$ cat src/rtl/multi_alarm_if.sv
// Alarm-slot load bus for multi_alarm.
// Ports: ld_alarm strobe, ld_sel slot index, h_in1/h_in0/m_in1/m_in0 BCD hh:mm.
interface multi_alarm_if #(
  parameter int N_ALARM = 4
);
  localparam int SW = (N_ALARM > 1) ? $clog2(N_ALARM) : 1;

  logic          ld_alarm;
  logic [SW-1:0] ld_sel;
  logic [1:0]    h_in1;
  logic [3:0]    h_in0;
  logic [3:0]    m_in1;
  logic [3:0]    m_in0;

  modport master (
    output ld_alarm, ld_sel,
    output h_in1, h_in0, m_in1, m_in0
  );

  modport slave (
    input ld_alarm, ld_sel,
    input h_in1, h_in0, m_in1, m_in0
  );
endinterface

$ cat src/rtl/multi_alarm.sv
// Multi-slot alarm clock: N_ALARM hh:mm slots, ring with timeout, optional snooze.
// Ports: clk_1s/reset, cur_* BCD time, ld (slot load bus), al_en per-slot arm,
//   stop_al/snooze controls, alarm/ring_id/snoozing registered outputs.
// Build option: MULTI_ALARM_SNOOZE_EN adds the SNOOZE state and its counter.
module multi_alarm #(
  parameter int N_ALARM        = 4,
  parameter int SNOOZE_MIN     = 5,
  parameter int RING_TIMEOUT_S = 60,
  localparam int SW = (N_ALARM > 1) ? $clog2(N_ALARM) : 1
) (
  input  logic               clk_1s,
  input  logic               reset,
  input  logic [1:0]         cur_h1,
  input  logic [3:0]         cur_h0,
  input  logic [3:0]         cur_m1,
  input  logic [3:0]         cur_m0,
  input  logic [3:0]         cur_s1,
  input  logic [3:0]         cur_s0,
  multi_alarm_if.slave       ld,
  input  logic [N_ALARM-1:0] al_en,
  input  logic               stop_al,
  input  logic               snooze,
  output logic               alarm,
  output logic [SW-1:0]      ring_id,
  output logic               snoozing
);

  localparam logic [1:0] S_IDLE = 2'd0;
  localparam logic [1:0] S_RING = 2'd1;
`ifdef MULTI_ALARM_SNOOZE_EN
  localparam logic [1:0] S_SNZ  = 2'd2;
  localparam logic [11:0] SNZ_LD = 12'(SNOOZE_MIN * 60 - 1);
`endif
  localparam logic [7:0] RING_LD = 8'(RING_TIMEOUT_S);

  logic [13:0]        slot_q [N_ALARM];
  logic [13:0]        now_hm;
  logic               sec0;
  logic [N_ALARM-1:0] hit;
  logic               any_hit;
  logic [SW-1:0]      hit_id;
  logic               armed;
  logic [1:0]         state;
  logic [7:0]         ring_cnt;

  assign now_hm = {cur_h1, cur_h0, cur_m1, cur_m0};
  assign sec0   = (cur_s1 == 4'd0) && (cur_s0 == 4'd0);
  assign any_hit = |hit;
  assign armed  = al_en[ring_id];

  // Downward scan so the lowest matching slot wins.
  always_comb begin
    hit    = '0;
    hit_id = '0;
    for (int i = N_ALARM - 1; i >= 0; i--) begin
      hit[i] = al_en[i] && sec0 && (slot_q[i] == now_hm);
      if (hit[i]) hit_id = SW'(i);
    end
  end

  always_ff @(posedge clk_1s or posedge reset) begin
    if (reset) begin
      for (int i = 0; i < N_ALARM; i++) slot_q[i] <= '0;
    end else if (ld.ld_alarm && (32'(ld.ld_sel) < N_ALARM)) begin
      slot_q[ld.ld_sel] <= {ld.h_in1, ld.h_in0, ld.m_in1, ld.m_in0};
    end
  end

`ifdef MULTI_ALARM_SNOOZE_EN
  logic [11:0] snz_cnt;
`else
  logic unused_snooze;
  assign unused_snooze = snooze;
  assign snoozing = 1'b0;
`endif

  // Matches are only sampled in IDLE, so a match on the edge that
  // returns to IDLE cannot retrigger.
  always_ff @(posedge clk_1s or posedge reset) begin
    if (reset) begin
      state    <= S_IDLE;
      ring_cnt <= '0;
      alarm    <= 1'b0;
      ring_id  <= '0;
`ifdef MULTI_ALARM_SNOOZE_EN
      snz_cnt  <= '0;
      snoozing <= 1'b0;
`endif
    end else begin
      case (state)
        S_IDLE: begin
          if (any_hit) begin
            state    <= S_RING;
            ring_id  <= hit_id;
            ring_cnt <= RING_LD;
            alarm    <= 1'b1;
          end
        end
        S_RING: begin
          if (stop_al || !armed) begin
            state    <= S_IDLE;
            ring_cnt <= '0;
            alarm    <= 1'b0;
`ifdef MULTI_ALARM_SNOOZE_EN
          end else if (snooze) begin
            state    <= S_SNZ;
            ring_cnt <= '0;
            alarm    <= 1'b0;
            snoozing <= 1'b1;
            snz_cnt  <= SNZ_LD;
`endif
          end else if (ring_cnt <= 8'd1) begin
            state    <= S_IDLE;
            ring_cnt <= '0;
            alarm    <= 1'b0;
          end else begin
            ring_cnt <= ring_cnt - 8'd1;
          end
        end
`ifdef MULTI_ALARM_SNOOZE_EN
        S_SNZ: begin
          if (stop_al || !armed) begin
            state    <= S_IDLE;
            snoozing <= 1'b0;
            snz_cnt  <= '0;
          end else if (snz_cnt == 12'd0) begin
            state    <= S_RING;
            ring_cnt <= RING_LD;
            alarm    <= 1'b1;
            snoozing <= 1'b0;
          end else begin
            snz_cnt <= snz_cnt - 12'd1;
          end
        end
`endif
        default: begin
          state <= S_IDLE;
          alarm <= 1'b0;
        end
      endcase
    end
  end

endmodule

$ cat src/flat_wrapper.sv
// flat-port wrapper written by rule: the top's interface ports become plain ports
module multi_alarm_flat 
#(
  parameter int N_ALARM        = 4,
  parameter int SNOOZE_MIN     = 5,
  parameter int RING_TIMEOUT_S = 60,
  localparam int SW = (N_ALARM > 1) ? $clog2(N_ALARM) : 1
)
  (clk_1s, reset, cur_h1, cur_h0, cur_m1, cur_m0, cur_s1, cur_s0, al_en, stop_al, snooze, alarm, ring_id, snoozing, ld_ld_alarm, ld_ld_sel, ld_h_in1, ld_h_in0, ld_m_in1, ld_m_in0);
  multi_alarm_if #(.N_ALARM(N_ALARM)) ld_i ();
  input  logic clk_1s;
  input  logic reset;
  input  logic [1:0] cur_h1;
  input  logic [3:0] cur_h0;
  input  logic [3:0] cur_m1;
  input  logic [3:0] cur_m0;
  input  logic [3:0] cur_s1;
  input  logic [3:0] cur_s0;
  input  logic [N_ALARM-1:0] al_en;
  input  logic stop_al;
  input  logic snooze;
  output logic alarm;
  output logic [SW-1:0] ring_id;
  output logic snoozing;
  input wire logic [$bits(ld_i.ld_alarm)-1:0] ld_ld_alarm;
  input wire logic [$bits(ld_i.ld_sel)-1:0] ld_ld_sel;
  input wire logic [$bits(ld_i.h_in1)-1:0] ld_h_in1;
  input wire logic [$bits(ld_i.h_in0)-1:0] ld_h_in0;
  input wire logic [$bits(ld_i.m_in1)-1:0] ld_m_in1;
  input wire logic [$bits(ld_i.m_in0)-1:0] ld_m_in0;
  assign ld_i.ld_alarm = ld_ld_alarm;
  assign ld_i.ld_sel = ld_ld_sel;
  assign ld_i.h_in1 = ld_h_in1;
  assign ld_i.h_in0 = ld_h_in0;
  assign ld_i.m_in1 = ld_m_in1;
  assign ld_i.m_in0 = ld_m_in0;
  multi_alarm #(.N_ALARM(N_ALARM), .SNOOZE_MIN(SNOOZE_MIN), .RING_TIMEOUT_S(RING_TIMEOUT_S)) u_core (.clk_1s(clk_1s), .reset(reset), .cur_h1(cur_h1), .cur_h0(cur_h0), .cur_m1(cur_m1), .cur_m0(cur_m0), .cur_s1(cur_s1), .cur_s0(cur_s0), .ld(ld_i), .al_en(al_en), .stop_al(stop_al), .snooze(snooze), .alarm(alarm), .ring_id(ring_id), .snoozing(snoozing));
endmodule
$ cat config.mk
export PLATFORM = sky130hd
export DESIGN_NAME = multi_alarm_flat
export DESIGN_NICKNAME = d
export VERILOG_FILES = /design/src/rtl/multi_alarm_if.sv /design/src/rtl/multi_alarm.sv /design/src/flat_wrapper.sv
export SDC_FILE = /design/constraint.sdc
export NUM_CORES = 1
export LEC_CHECK = 0
export CAP_MARGIN = 20
export CORE_ASPECT_RATIO = 1.25
export CORE_UTILIZATION = 50
export CTS_CLUSTER_SIZE = 12
export DETAILED_ROUTE_END_ITERATION = 10
export GPL_ROUTABILITY_DRIVEN = 0
export PLACE_DENSITY = 0.75
export SYNTH_ARGS = -nofsm -noshare
export SYNTH_HDL_FRONTEND = slang
export SYNTH_SLANG_ARGS = --single-unit
$ cat constraint.sdc
create_clock -name clk_1s -period 3.5 [get_ports clk_1s]
set_input_delay 0.35 -clock clk_1s [delete_from_list [all_inputs] [get_ports clk_1s]]
set_output_delay 0.35 -clock clk_1s [all_outputs]
set_load 0.01 [all_outputs]
Yosys cells after proc, flatten, opt, wreduce, memory -nomap -nowiden
Index checks and enable logic that the tools add are counted.
- register bits after elaboration: 69
- bits of input ports: 47
- output and inout bits: 4
- word-level logic and storage cells: 62
- add/subtract/negate cells: 1
- order comparisons: 4
- eq/ne operators: 7
- muxes and demuxes: 21
- bitwise gates (word level): 1
- reductions and logical operators: 20
- operators by type and width (operator ; count):
    $bwmux W56 ; 1
    $eq A14 B14 Y1 ; 4
    $demux W14 S2 ; 1
    $mux W8 ; 3
    $pmux W8 S2 ; 1
    $mux W14 ; 1
    $mux W2 ; 7
    $logic_and A1 B1 Y1 ; 10
    $le A8 B1 Y1 const B ; 1
    $logic_not A4 Y1 ; 2
    $sub A8 B1 Y8 const B ; 1
    $reduce_and A2 Y1 ; 3
    $mux W1 ; 4
    $pmux W2 S2 ; 1
    $reduce_or A4 Y1 ; 1
    $ge A3 B3 Y1 const B ; 1
    $lt A2 B3 Y1 const B ; 1
    $lt A3 B1 Y1 const B ; 1
    $ne A3 B1 Y1 const B ; 1
    $not A2 Y3 ; 1
    $bmux W1 S2 ; 1
    $eq A2 B1 Y1 const B ; 1
    $logic_not A2 Y1 ; 1
    $ne A2 B1 Y1 const B ; 1
    other kinds (4) ; 4

Depth between registers and ports, before layout
Gate-level depths: netlist of the first run.
- depth after elaboration: 8
- gate-level depth with buffers: 7
- gate-level depth less buffers: 7

Worst setup path after synthesis of the first run
Ideal clock, no wire load.
- path type: input port to flip-flop
- from: input cur_s1[1]
- to: register u_core.ring_cnt[7]
- library setup time: 127 ps
- arrival time: 1732 ps
- required time: 3373 ps
- slack: 1641 ps
- cell stages on the path: 6
- buffers on the path: 0
- cell sequence: nor4_2 -> nand2_1 -> or4_4 -> nor3_4 -> or3_2 -> o211ai_2
- longest elaborated chain between the ends: 7
- elaborated cells between the ends (all ways): 13
- classes of those cells: 1 x eq/ne; 12 x reduce/logical
- RTL lines (element ; RTL line ; RTL):
    start, declared ; flat_wrapper.sv:17 ; input logic [3:0] cur_s1;
    $logic_not A4 Y1 * ; multi_alarm.sv:47 ; assign sec0 = (cur_s1 == 4'd0) && (cur_s0 == 4'd0);
    $logic_and A1 B1 Y1 * ; multi_alarm.sv:47 ;
    $logic_and A1 B1 Y1 (2 in a row) ; multi_alarm.sv:56 ; hit[i] = al_en[i] && sec0 && (slot_q[i] == now_hm);
    $reduce_or A4 Y1 * ; multi_alarm.sv:48 ; assign any_hit = |hit;
    $ne A2 B1 Y1 (no line) * ; -- ;
    $reduce_and A2 Y1 (no line) * ; -- ;
    end signal, assigned ; multi_alarm.sv:117 ; ring_cnt <= ring_cnt - 8'd1;
    end, declared ; multi_alarm.sv:44 ; logic [7:0] ring_cnt;
Every way passes the cells marked *; elsewhere a longest branch is shown, timed or not.
A chain may end at the register's enable or synchronous reset.

Worst setup path in the final report of the first run
- from: input cur_m0[1]
- to: register u_core.ring_cnt[7]
- longest elaborated chain between the ends: 5
- elaborated cells between the ends (all ways): 11
- classes of those cells: 5 x eq/ne; 6 x reduce/logical
- RTL lines (element ; RTL line ; RTL):
    start, declared ; flat_wrapper.sv:16 ; input logic [3:0] cur_m0;
    $eq A14 B14 Y1 ; multi_alarm.sv:56 ;
    $logic_and A1 B1 Y1 ; multi_alarm.sv:56 ;
    $reduce_or A4 Y1 * ; multi_alarm.sv:48 ;
    $ne A2 B1 Y1 (no line) * ; -- ;
    $reduce_and A2 Y1 (no line) * ; -- ;
Marks and branches as above.

==> results of run 1 <==
-- logic make-up after synthesis --
family | share of synthesized area [%]
compound gates | 4.212
other cells | 0.1097
xor+xnor | 14.61
flops | 49.07
buf+inv | 1.904
simple gates | 10.25
fa+ha+maj | 0.7322
mux | 19.11
-- power groups by stage --
stage          sequential [mW]  combinational (mW)  clock [mW]
6_report                 0.979               0.395       0.544
3_5_place_dp             0.993               0.400           0
3_3_place_gp             0.985               0.392           0
5_1_grt                  0.992               0.433       0.582
4_1_cts                  0.979               0.403       0.555
2_1_floorplan            0.975               0.276           0
-- through the flow --
step                      hold WS (ps)  setup WS (ps)  cell area (um^2)  utilization (%)
after floorplan                  458.8           1467              3417                -
after global placement           480.7           1036              3984            60.68
after detailed placement         502.7           1007              3984            60.68
after CTS                        248.3           1355              4144            63.12
after global routing             292.7           1174              4144            63.12
final                            241.0           1380              4144            63.12
-- metal layers --
metal	GRT usage (%)	vias up	routed length (um)
met3	2.802	11	242
met1	25.23	1122	2938
met4	11.54	0	112
met5	0	-	0
met2	38.56	53	3623
li1	-	1088	-
-- cells in the mapped netlist --
cell      number  share of area (%)
nand2_1       11                1.2
nand4_1       10                1.8
a22oi_1        1               0.22
o211a_1        1               0.29
nor4_2         2               0.73
nor3_4         1               0.48
or4_1          1               0.22
nor3b_1        1               0.22
or3_1          1               0.18
clkbuf_1       4               0.44
or2_2          1               0.18
mux4_2         1               0.66
or4_4          2               0.66
o211ai_2       1               0.37
o22ai_1        1               0.18
ha_1           2               0.73
mux2_2        56                 18
nor3_1         6               0.88
or3_2          1               0.22
nand3b_1       2               0.44
nor4_1         2               0.37
o41ai_1        1               0.26
inv_1          5               0.55
a21oi_1        2               0.29
nor2b_1        3               0.55
nand3_1        6               0.88
xnor2_1       44                 11
and3_1         2               0.37
a21oi_2        1               0.26
buf_4          1               0.22
a32oi_1        2               0.51
o31ai_1        1               0.22
o211ai_1       1               0.22
o32ai_1        2               0.51
buf_2          1               0.15
clkinv_1       1               0.11
clkbuf_2       3               0.44
and2_1         1               0.18
conb_1         1               0.11
dfrtp_1       67                 49
nor2_1         6               0.66
o21ai_0        6               0.88
xor2_1        13                3.3
-- flip-flops by register name (all words and copies together), names as in the netlist --
signal and flops:
u_core.alarm 1, u_core.slot_q 56, u_core.ring_id 2, u_core.ring_cnt 8
-- final cells by class --
| cell class | instances | area (um^2) | share of cell area (%) |
|---|---|---|---|
| Multi-Input combinational cell | 196 | 1680 | 40.55 |
| Inverter | 6 | 22.52 | 0.5435 |
| Timing Repair Buffer | 50 | 495.5 | 11.96 |
| Tap cell | 87 | 108.9 | 2.627 |
| Sequential cell | 67 | 1677 | 40.46 |
| Clock inverter | 3 | 15.01 | 0.3623 |
| Clock buffer | 12 | 145.1 | 3.502 |
-- worst max-delay path: cells and delay by family --
kind / cells / cell delay, ps
XOR/XNOR: 1 / 290
buffers and inverters: 1 / 520
AO/OA/AOI/OAI: 2 / 320
AND/OR/NAND/NOR: 3 / 870
-- worst max path at each step --
stage                             startpoint                  to  slack [ps]
final                              cur_m0[1]  u_core.ring_cnt[7]        1380
after global routing      u_core.ring_cnt[3]  u_core.ring_cnt[4]        1170
after CTS                          cur_m0[1]  u_core.ring_cnt[7]        1360
after detailed placement           cur_m0[1]  u_core.ring_cnt[6]        1010
after global placement             cur_m0[1]  u_core.ring_cnt[7]        1040
after floorplan                        reset        u_core.alarm        1470
==> results.yml, run 1 <==
critical_path:
  timing.critical_path.cells: "clkdlybuf4s50_1 > xnor2_1 > nand4_1 > or4_4 > a21oi_2 > or3_2 > o211ai_2"
  ff2ff_setup_slack_ps: 1470
  crit_type: "in2reg"
  reg2reg_to: "u_core.ring_cnt[4]"
  max_stage_delay_ps: 540
  r2r_cells: 6
  required_ps: 3720
  setup.worst_path.start_class: "input pin"
  worstSetupEndpointType: "flip-flop"
  worstPathArrival_ps: 2340
  crit_path_top_delay_cell: "or4_4"
  r2r_start: "u_core.ring_cnt[3]"
  cp_max_fo: 4
sta:
  finalSetupTns_ps: 0
  fmax_mhz: 471.6
  final_hold_viol_count: 0
  drv_slew: 0
  rsz0062_at_grt: "no"
  setup_viol: 0
  slew_headroom_pct: 43.34
  clock_skew_ps: 8.320
  fin_crit_ps: 2120
  tightest_slew_ps: 847.4
  fin_crit_sh_pct: 60.58
clocking:
  clockBufferDepth: 2
  clock-sinks: 67
  post-cts-setup-buffers: 0
  cts-hold-fix-buffers: 0
  htreeDepth: 3
  worst_skew_pair.late_latency_ps: 340
  clk_pin_slew_ps: 70
  cts-root-buf: "clkbuf_8"
  ctsResizeCount: 0
  cts_buffers: 9
  cts_tree: "yes"
power:
  seqPwrFrac_pct: 51.0
  sw_frac_of_total_pct: 26.64
  pwr-share-clk_pct: 28.4
  leakage_nw: 1.688
  power.density_nw_per_um2: 463.0
  comb_power_share_pct: 20.6
  peakVddDrop_mv: 0.3203
  p_sw_mw: 0.5110
  p_int_mw: 1.408
  p_total_mw: 1.919
global_route:
  grt_pass1_vias: 2362
  grt_overflow: 0
  grtUsageTotal_pct: 21.48
  grt_pass1_wl_um: 11640
  grt_max_degree: 57
  antenna_found_initial: 0
worst_hold_path:
  min-delay-path-class: "in2async"
logic_synthesis:
  syn_inst: 278
  ys.warnings.count: 0
  synthesis.nets: 327
  syn_area_um2: 3417
  avgSynthCellArea_um2: 12.29
  synth-seq-cells: 67
  synth_cell_types: 43
  ys_seq_area_share_pct: 49.07
finish:
  syn_to_final_growth_pct: 21.27
  drive_above_1_share_pct: 24.85
  mostFrequentLayoutCells: "dfrtp_1, mux2_2, clkdlybuf4s50_1, xnor2_1, xor2_1"
  nets: 379
  num-fill-cells: 528
  layout_commonest_cell: "dfrtp_1"
  final_cells: 421
  antennaDiodeCount: 0
die:
  die_w_um: 75.94
  die_area_um2: 7171
  core_um2: 6565
  rows: 33
  start_util_pct: 52.05
  io_pins: 51
  die_y_um: 94.43
place:
  numPlacedInstances: 406
  port_buffers: 48
  hpwlAfterDp_um: 5123
detailed_routing:
  avgRoutedWirePerCell_um: 16.43
  drt_wl_total_um: 6916
  drc: 0
  vias: 2274
  vias_per_cell: 5.401
  ant_nets: 0
  drt-initial-drc-count: 85
  dr.pass1.iters: 4
run:
  maxCapViolations: 0
outcome:
  status: "finished, final reports clean"
No activity file was read; power rests on OpenSTA's default activity.
==> inputs of run 2 (changes only) <==
==> constraint.sdc (replaced) <==
create_clock -name clk_1s -period 2 [get_ports clk_1s]
set_input_delay 0.2 -clock clk_1s [delete_from_list [all_inputs] [get_ports clk_1s]]
set_output_delay 0.2 -clock clk_1s [all_outputs]
set_load 0.01 [all_outputs]
==> run 2 against run 1 <==
Core utilization grew 4.1 points. Largest power group unchanged. Critical path type unchanged. Sequential share of layout area fell by 2.5 points. Cell count is 6.2% higher. Critical endpoint is now u_core.ring_cnt[6]. Highest routed layer unchanged.
==> results.yml, run 2 (synthesis results as in run 1) <==
sta:
  setup_viol: 0
  setup_ws_ps: 49.64
  tightest_slew_ps: 538.3
  slew_headroom_pct: 63.83
  final_hold_viol_count: 0
  drv_slew: 0
  fmax_mhz: 512.7
  holdWs_ps: 177.3
  fin_crit_sh_pct: 97.52
  rsz0062_at_grt: "no"
  finalSetupTns_ps: 0
  fin_crit_ps: 1950
  clock_skew_ps: 3.152
finish:
  num-fill-cells: 499
  reg_top3: "u_core.slot_q (56), u_core.ring_cnt (8), u_core.ring_id (2)"
  antennaDiodeCount: 0
  drive_above_1_share_pct: 31.39
  nets: 405
  utilization_pct: 67.26
  syn_to_final_growth_pct: 29.22
  largest_reg_flops: 56
  largest-register: "u_core.slot_q"
  final_cells: 447
  final_area_um2: 4415
  mostFrequentLayoutCells: "dfrtp_1, mux2_2, clkdlybuf4s50_1, xnor2_1, buf_4"
  layout_commonest_cell: "dfrtp_1"
die:
  start_util_pct: 52.05
  die_w_um: 75.94
  die_y_um: 94.43
  core_um2: 6565
  io_pins: 51
  die_area_um2: 7171
  rows: 33
outcome:
  status: "finished, final reports clean"
clocking:
  clock-sinks: 67
  clk_pin_slew_ps: 70
  htreeDepth: 3
  cts-hold-fix-buffers: 0
  post-cts-setup-buffers: 0
  ctsResizeCount: 0
  cts-root-buf: "clkbuf_8"
  cts_tree: "yes"
  clockBufferDepth: 2
  cts_buffers: 9
  worst_skew_pair.late_latency_ps: 340
power:
  peakVddDrop_mv: 0.6237
  leakage_nw: 1.855
  p_total_mw: 3.567
  power.density_nw_per_um2: 807.7
critical_path:
  crit_start: "cur_m1[3]"
  setup.worst_path.start_class: "input pin"
  ff2ff_setup_slack_ps: 50
  crit_type: "in2reg"
  cp_max_fo: 4
  r2r_start: "u_core.slot_q[21]"
  reg2reg_to: "u_core.ring_cnt[6]"
  r2r_cells: 6
  required_ps: 2220
  worstSetupEndpointType: "flip-flop"
  worstPathArrival_ps: 2170
detailed_routing:
  vias_per_cell: 5.336
  dr.pass1.iters: 4
  ant_nets: 0
  vias: 2385
  drc: 0
  avgRoutedWirePerCell_um: 15.94
  drt_wl_total_um: 7124
  drt-initial-drc-count: 58
global_route:
  antenna_found_initial: 0
  grt_max_degree: 36
  grt_overflow: 0
  grt_pass1_wl_um: 11650
  grt_pass1_vias: 2412
  grtUsageTotal_pct: 21.77
place:
  place_area_um2: 4192
  port_buffers: 48
  preCtsSetupSlack_ps: -309.9
  numPlacedInstances: 432
  hpwlAfterDp_um: 5386
worst_hold_path:
  min-delay-path-class: "in2async"
run:
  maxCapViolations: 0
run 2: cell count changes in the layout (fill, tap and decap cells not counted), sizes merged:
cell and delta:
buf +26, clkdlybuf4s50 -1, dlymetal6s2s +1, clkinv -2, clkbuf +1, bufinv +1
run 2: layer usage:
layer  up-vias  global-route usage (%)  part of all wire, %
met5         -                       0                    0
met1      1168                   24.97                   42
met4         0                   10.74                  3.0
met2        63                   37.95                   51
met3        17                   5.797                  4.2
li1       1137                       -                    -
run 2: how the worst max path moves through the flow:
stage	endpoint	slack, ps
after floorplan	u_core.alarm	120
after global placement	u_core.ring_cnt[7]	-300
after detailed placement	u_core.ring_cnt[6]	-310
after CTS	u_core.ring_cnt[7]	60
after global routing	u_core.ring_cnt[6]	7
final	u_core.ring_cnt[6]	50
run 2: critical path, cell delays in order:
cell	delay, ps
clkdlybuf4s50_1	560
xnor2_1	160
nand3_1	150
or4_4	570
a21oi_2	230
or3_2	200
o32ai_1	80
run 2: where the power goes:
group	internal [mW]	switching (mW)	total [mW]
Combinational	0.456	0.282	0.737
Sequential	1.57	0.144	1.72
Clock	0.636	0.478	1.11
run 2: layout make-up:
class	instances	area (um^2)	share of cell area, %
Timing Repair Buffer	76	705.7	15.98
Multi-Input combinational cell	196	1708	38.68
Tap cell	87	108.9	2.465
Clock buffer	13	158.9	3.599
Sequential cell	67	1677	37.97
Inverter	6	22.52	0.5101
Clock inverter	2	35.03	0.7934
